--- src/rtl/hood_mode_sequencer.sv ---
// rtl/hood_mode_sequencer.sv - range hood operating-mode FSM with hurricane, exit-delay and self-clean countdowns
module hood_mode_sequencer #(
  parameter int HURRICANE_SEC  = 60,
  parameter int EXIT_DELAY_SEC = 60,
  parameter int CLEAN_SEC      = 180,
  parameter int CNT_W          = 8
) (
  input  logic             clk,
  input  logic             reset,
  input  logic             tick_1hz,
  input  logic             power_on,
  input  logic             btn_menu,
  input  logic             btn_lvl1,
  input  logic             btn_lvl2,
  input  logic             btn_lvl3,
  input  logic             btn_clean,
  output logic [2:0]       state,
  output logic [1:0]       fan_lvl,
  output logic [CNT_W-1:0] countdown,
  output logic             hurricane_used,
  output logic             clean_done
);

  typedef enum logic [2:0] {
    S_OFF     = 3'd0,
    S_STANDBY = 3'd1,
    S_MENU    = 3'd2,
    S_LVL1    = 3'd3,
    S_LVL2    = 3'd4,
    S_LVL3    = 3'd5,
    S_EXIT    = 3'd6,
    S_CLEAN   = 3'd7
  } state_t;

  localparam logic [CNT_W-1:0] HURRICANE_LOAD = CNT_W'(HURRICANE_SEC);
  localparam logic [CNT_W-1:0] EXIT_LOAD      = CNT_W'(EXIT_DELAY_SEC);
  localparam logic [CNT_W-1:0] CLEAN_LOAD     = CNT_W'(CLEAN_SEC);

  state_t st;
  logic   expiry;

  assign state = st;
  // The tick that finds countdown at 1 (or lower, defensively) ends the timed state.
  assign expiry = tick_1hz && (countdown <= CNT_W'(1));

  always_ff @(posedge clk or negedge reset) begin
    if (!reset) begin
      st             <= S_OFF;
      fan_lvl        <= 2'd0;
      countdown      <= '0;
      hurricane_used <= 1'b0;
      clean_done     <= 1'b0;
    end else begin
      clean_done <= 1'b0;
      if (!power_on) begin
        st             <= S_OFF;
        fan_lvl        <= 2'd0;
        countdown      <= '0;
        hurricane_used <= 1'b0;
      end else begin
        // Outputs only change on transitions, so each branch sets them for the state it enters.
        case (st)
          S_OFF: begin
            st        <= S_STANDBY;
            fan_lvl   <= 2'd0;
            countdown <= '0;
          end
          S_STANDBY: begin
            if (btn_menu) st <= S_MENU;
          end
          S_MENU: begin
            if (btn_menu) begin
              st <= S_STANDBY;
            end else if (btn_lvl1) begin
              st      <= S_LVL1;
              fan_lvl <= 2'd1;
            end else if (btn_lvl2) begin
              st      <= S_LVL2;
              fan_lvl <= 2'd2;
            end else if (btn_lvl3 && !hurricane_used) begin
              st             <= S_LVL3;
              fan_lvl        <= 2'd3;
              countdown      <= HURRICANE_LOAD;
              hurricane_used <= 1'b1;
            end else if (btn_clean) begin
              st        <= S_CLEAN;
              fan_lvl   <= 2'd0;
              countdown <= CLEAN_LOAD;
            end
          end
          S_LVL1, S_LVL2: begin
            if (btn_menu) begin
              st      <= S_STANDBY;
              fan_lvl <= 2'd0;
            end else if (btn_lvl1) begin
              st      <= S_LVL1;
              fan_lvl <= 2'd1;
            end else if (btn_lvl2) begin
              st      <= S_LVL2;
              fan_lvl <= 2'd2;
            end
          end
          S_LVL3: begin
            // Expiry outranks btn_menu; a tick alongside btn_menu is absorbed by the EXIT load.
            if (expiry) begin
              st        <= S_LVL2;
              fan_lvl   <= 2'd2;
              countdown <= '0;
            end else if (btn_menu) begin
              st        <= S_EXIT;
              fan_lvl   <= 2'd3;
              countdown <= EXIT_LOAD;
            end else if (tick_1hz) begin
              countdown <= countdown - 1'b1;
            end
          end
          S_EXIT: begin
            if (expiry) begin
              st        <= S_STANDBY;
              fan_lvl   <= 2'd0;
              countdown <= '0;
            end else if (tick_1hz) begin
              countdown <= countdown - 1'b1;
            end
          end
          S_CLEAN: begin
            if (expiry) begin
              st         <= S_STANDBY;
              fan_lvl    <= 2'd0;
              countdown  <= '0;
              clean_done <= 1'b1;
            end else if (tick_1hz) begin
              countdown <= countdown - 1'b1;
            end
          end
        endcase
      end
    end
  end

endmodule

--- config.mk ---
export PLATFORM = sky130hd
export DESIGN_NAME = hood_mode_sequencer
export DESIGN_NICKNAME = d
export VERILOG_FILES = /design/src/rtl/hood_mode_sequencer.sv
export SDC_FILE = /design/constraint.sdc
export NUM_CORES = 1
export LEC_CHECK = 0
export CAP_MARGIN = 0
export CORE_ASPECT_RATIO = 0.7
export CORE_MARGIN = 4
export CORE_UTILIZATION = 25
export DETAILED_ROUTE_END_ITERATION = 10
export PLACE_DENSITY = 0.54
export RECOVER_POWER = 25
export SYNTH_ARGS = -nofsm -noshare
export SYNTH_HDL_FRONTEND = slang
export SYNTH_SLANG_ARGS = --single-unit
--- constraint.sdc ---
create_clock -name clk -period 2 [get_ports clk]
set_input_delay 0.4 -clock clk [delete_from_list [all_inputs] [get_ports clk]]
set_output_delay 0.4 -clock clk [all_outputs]
set_load 0.01 [all_outputs]
==> metrics <==
Hold Path Sink fan_lvl[1]; CTS buffer count 3; number of port buffers 23; Synth Flop Type dfrtp_1; drt total wl a little over 4000 um; Die Height around 66 um; antenna cell count 0; area grow syn2layout 56.40%; initial antenna violation count 0; crit-path cells or4_4 -> o31a_1 -> a32oi_2 -> buf_4 -> buf_6 -> and3_4 -> a22o_1; Slew headroom 44.44%; number of distinct library cells after synthesis between 40 and 50; failing checks setup timing; CTS clk-pin slew, worst paths 60 ps; DP HPWL 2908 um; Max H-tree Level 1; Synth top cells by count dfrtp_1, nor2_1, nand2_1; adder-cell share of the synthesized area approximately 2.1%; critical setup path kind reg2reg; mux contribution to synthesized area ~2.8%; Avg Cell Area, Syn between 7 and 8 um^2; Boundary Pins 24; Root Buffer Master clkbuf_8; hold depth 1; vias in the first global route around 1400; First-pass DRT Iterations 5; fmax roughly 480 MHz; syn_nets about 160; Seq/Total Area, Yosys 31.75%; Avg WL per Cell approximately 16 um; # Max-Cap Violations 0; Mapped Area ~1200 um^2; CP Max Fanout 4; Placer Congestion 0.8968; worst skew pair latency 250 ps; Final period util 103.6%; CTS tree built; fraction of registers with async set/reset 100.0%; P per Cell Area between 400 and 500 nW/um^2; largest family of logic cells by synthesized area simple AND/OR/NAND/NOR gates; Worst Hold Class reg2reg; #FFs+latches synth 15; Via density roughly 5.5; Startpoint Class flop; Setup crit end kind flop; fraction of layout cells with a size suffix above 1 between 30% and 40%; crit-path max cell delay between 500 and 600 ps; Post-Synthesis Cells between 100 and 150; reg2reg start countdown[6]; status complete, but fails checks; fin crit period 2072 ps; post-synth top area share a little under a third; CP max-delay cell or4_4; Slew Limit Fails 0; # rows 20; Core ar. 4454 um^2; die width ~90 um; actual slew at the worst max-slew pin roughly 830 ps; total grt overflow 0; Synth Area in Simple Gates roughly a third; drc violations 0; final core utilization 41.52%; layout net count around 220; Worst Skew 4.598 ps; Total GRT Usage 14.07%; r2r setup slk -70 ps; CP startpoint countdown[6]; endpoints failing setup 4; RSZ-0062 raised after global routing yes; CP required 2190 ps; Reg-to-Reg End fan_lvl[1]; main area contributors after synthesis dfrtp_1, nor2_1, nand3_1; post-synthesis compound-gate area fraction 24.66%; Peak VDD IR about 0.21 mV; Yosys Warn Count 0; CP arrival around 2300 ps; Starting Density 26.54%; first-pass GRT wire length between 6000 and 7000 um; TNS Setup -249.3 ps; worst setup slack after layout -72.33 ps; Final Hold Fails 0; min-delay src fan_lvl[1]; Die ar. around 5900 um^2; LEAKAGE around 0.83 nW; XOR/XNOR Fraction of Synth Area around 2.2%; Worst R2R Path Depth 7; largest net degree at the start of global routing 25; number of synthesized flops with an enable pin 0; CTS max path bufs 2; CTS Hold Buffers Added 0; clock tree sinks 15; Synth area leader dfrtp_1; routed via count approximately 1400; antenna viol nets, final 0; Detailed Route Iter0 Violations ~240
metrics by stage:
| step | hold slack [ps] | power [mW] | worst slack, ps | instance area [um^2] | std cells |
|---|---|---|---|---|---|
| final | 512.9 | 0.9126 | -72.33 | 1849 | 258 |
| after global routing | 557.0 | 0.9730 | -145.5 | 1849 | 258 |
| after CTS | 485.8 | 0.9030 | -111.7 | 1797 | 256 |
| after detailed placement | 497.8 | 0.6260 | -555.1 | 1692 | 249 |
| after global placement | 487.2 | 0.6290 | -521.8 | 1692 | 249 |
| after floorplan | 104.4 | 0.4952 | -89.44 | 1191 | 148 |
worst max-delay path, delay by kind of cell, from the launching register on:
kind | cells | cell delay (ps)
flops | 1 | 390
compound gates | 3 | 640
buf+inv | 2 | 260
simple gates | 2 | 740
state kept, by name, indices dropped and copies added (netlist names):
| signal | cells |
|---|---|
| clean_done | 1 |
| countdown | 8 |
| fan_lvl | 2 |
| hurricane_used | 1 |
| state | 3 |
repair_timing:
action | 4_1_cts | 5_1_grt
hold endpoints to repair | 0 | 0
resized for setup | 11 | 11
pin swaps | 8 | 7
gates cloned | 0 | 0
setup buffers | 3 | 2
endpoints found under the setup margin | 11 | 13
final cells by class:
type / count / area [um^2]
Clock buffer: 4 / 45.04
Fill cell: 447 / 2605
Inverter: 6 / 22.52
Multi-Input combinational cell: 119 / 833.3
Sequential cell: 15 / 379.1
Tap cell: 55 / 68.82
Timing Repair Buffer: 59 / 500.5
cells in the final DEF (no fill, tap or decap), types with 2 or more instances in the layout:
master | netlist | final
o21a_1 | 2 | 2
o32ai_1 | 2 | 2
nand2_1 | 11 | 11
nand3_1 | 9 | 9
o31ai_2 | 0 | 2
a31oi_1 | 2 | 2
nor3_1 | 7 | 6
xor2_1 | 2 | 2
nor2_1 | 15 | 14
nand2b_1 | 5 | 5
dfrtp_1 | 15 | 12
a21oi_2 | 0 | 2
dfrtp_2 | 0 | 3
a32oi_2 | 1 | 2
or3_1 | 3 | 3
nand4_1 | 2 | 2
a21oi_1 | 8 | 6
o21ai_0 | 8 | 6
ha_1 | 2 | 2
o22ai_1 | 2 | 2
nor2b_1 | 2 | 2
dlygate4sd2_1 | 0 | 2
and2_1 | 3 | 3
clkbuf_1 | 7 | 2
a22o_1 | 3 | 3
inv_1 | 6 | 6
and4_1 | 2 | 2
clkdlybuf4s50_1 | 0 | 19
clkbuf_8 | 0 | 3
buf_4 | 0 | 34
logic make-up after synthesis:
family | count (synthesis)
muxes | 3
DFF | 15
adders and majority gates | 2
and+or+nand+nor | 70
AOI/OAI and AO/OA | 41
xor gates and xnor gates | 3
buffers and inverters | 14
metal layers:
layer / vias up / global-route usage [%] / wire length (um)
met5: - / 0 / 0
met4: 0 / 4.198 / 89
met3: 16 / 4.233 / 327
met2: 71 / 20.93 / 1732
met1: 664 / 19.57 / 1915
li1: 671 / - / -
power by group:
part           total, mW  internal, mW  switching (mW)
combinational      0.347         0.156           0.190
sequential         0.319         0.311         0.00712
clock              0.247         0.141           0.106
total              0.913         0.609           0.304
worst max path at each step:
stage                 endpoint  slack (ps)  depth (start not counted)
floorplan             state[0]         -90                          5
global placement      state[0]        -520                          6
detailed placement    state[0]        -560                          6
CTS                 fan_lvl[0]        -110                          6
global route        fan_lvl[0]        -150                          6
finish              fan_lvl[1]         -70                          7
No activity file was read; power rests on OpenSTA's default activity.
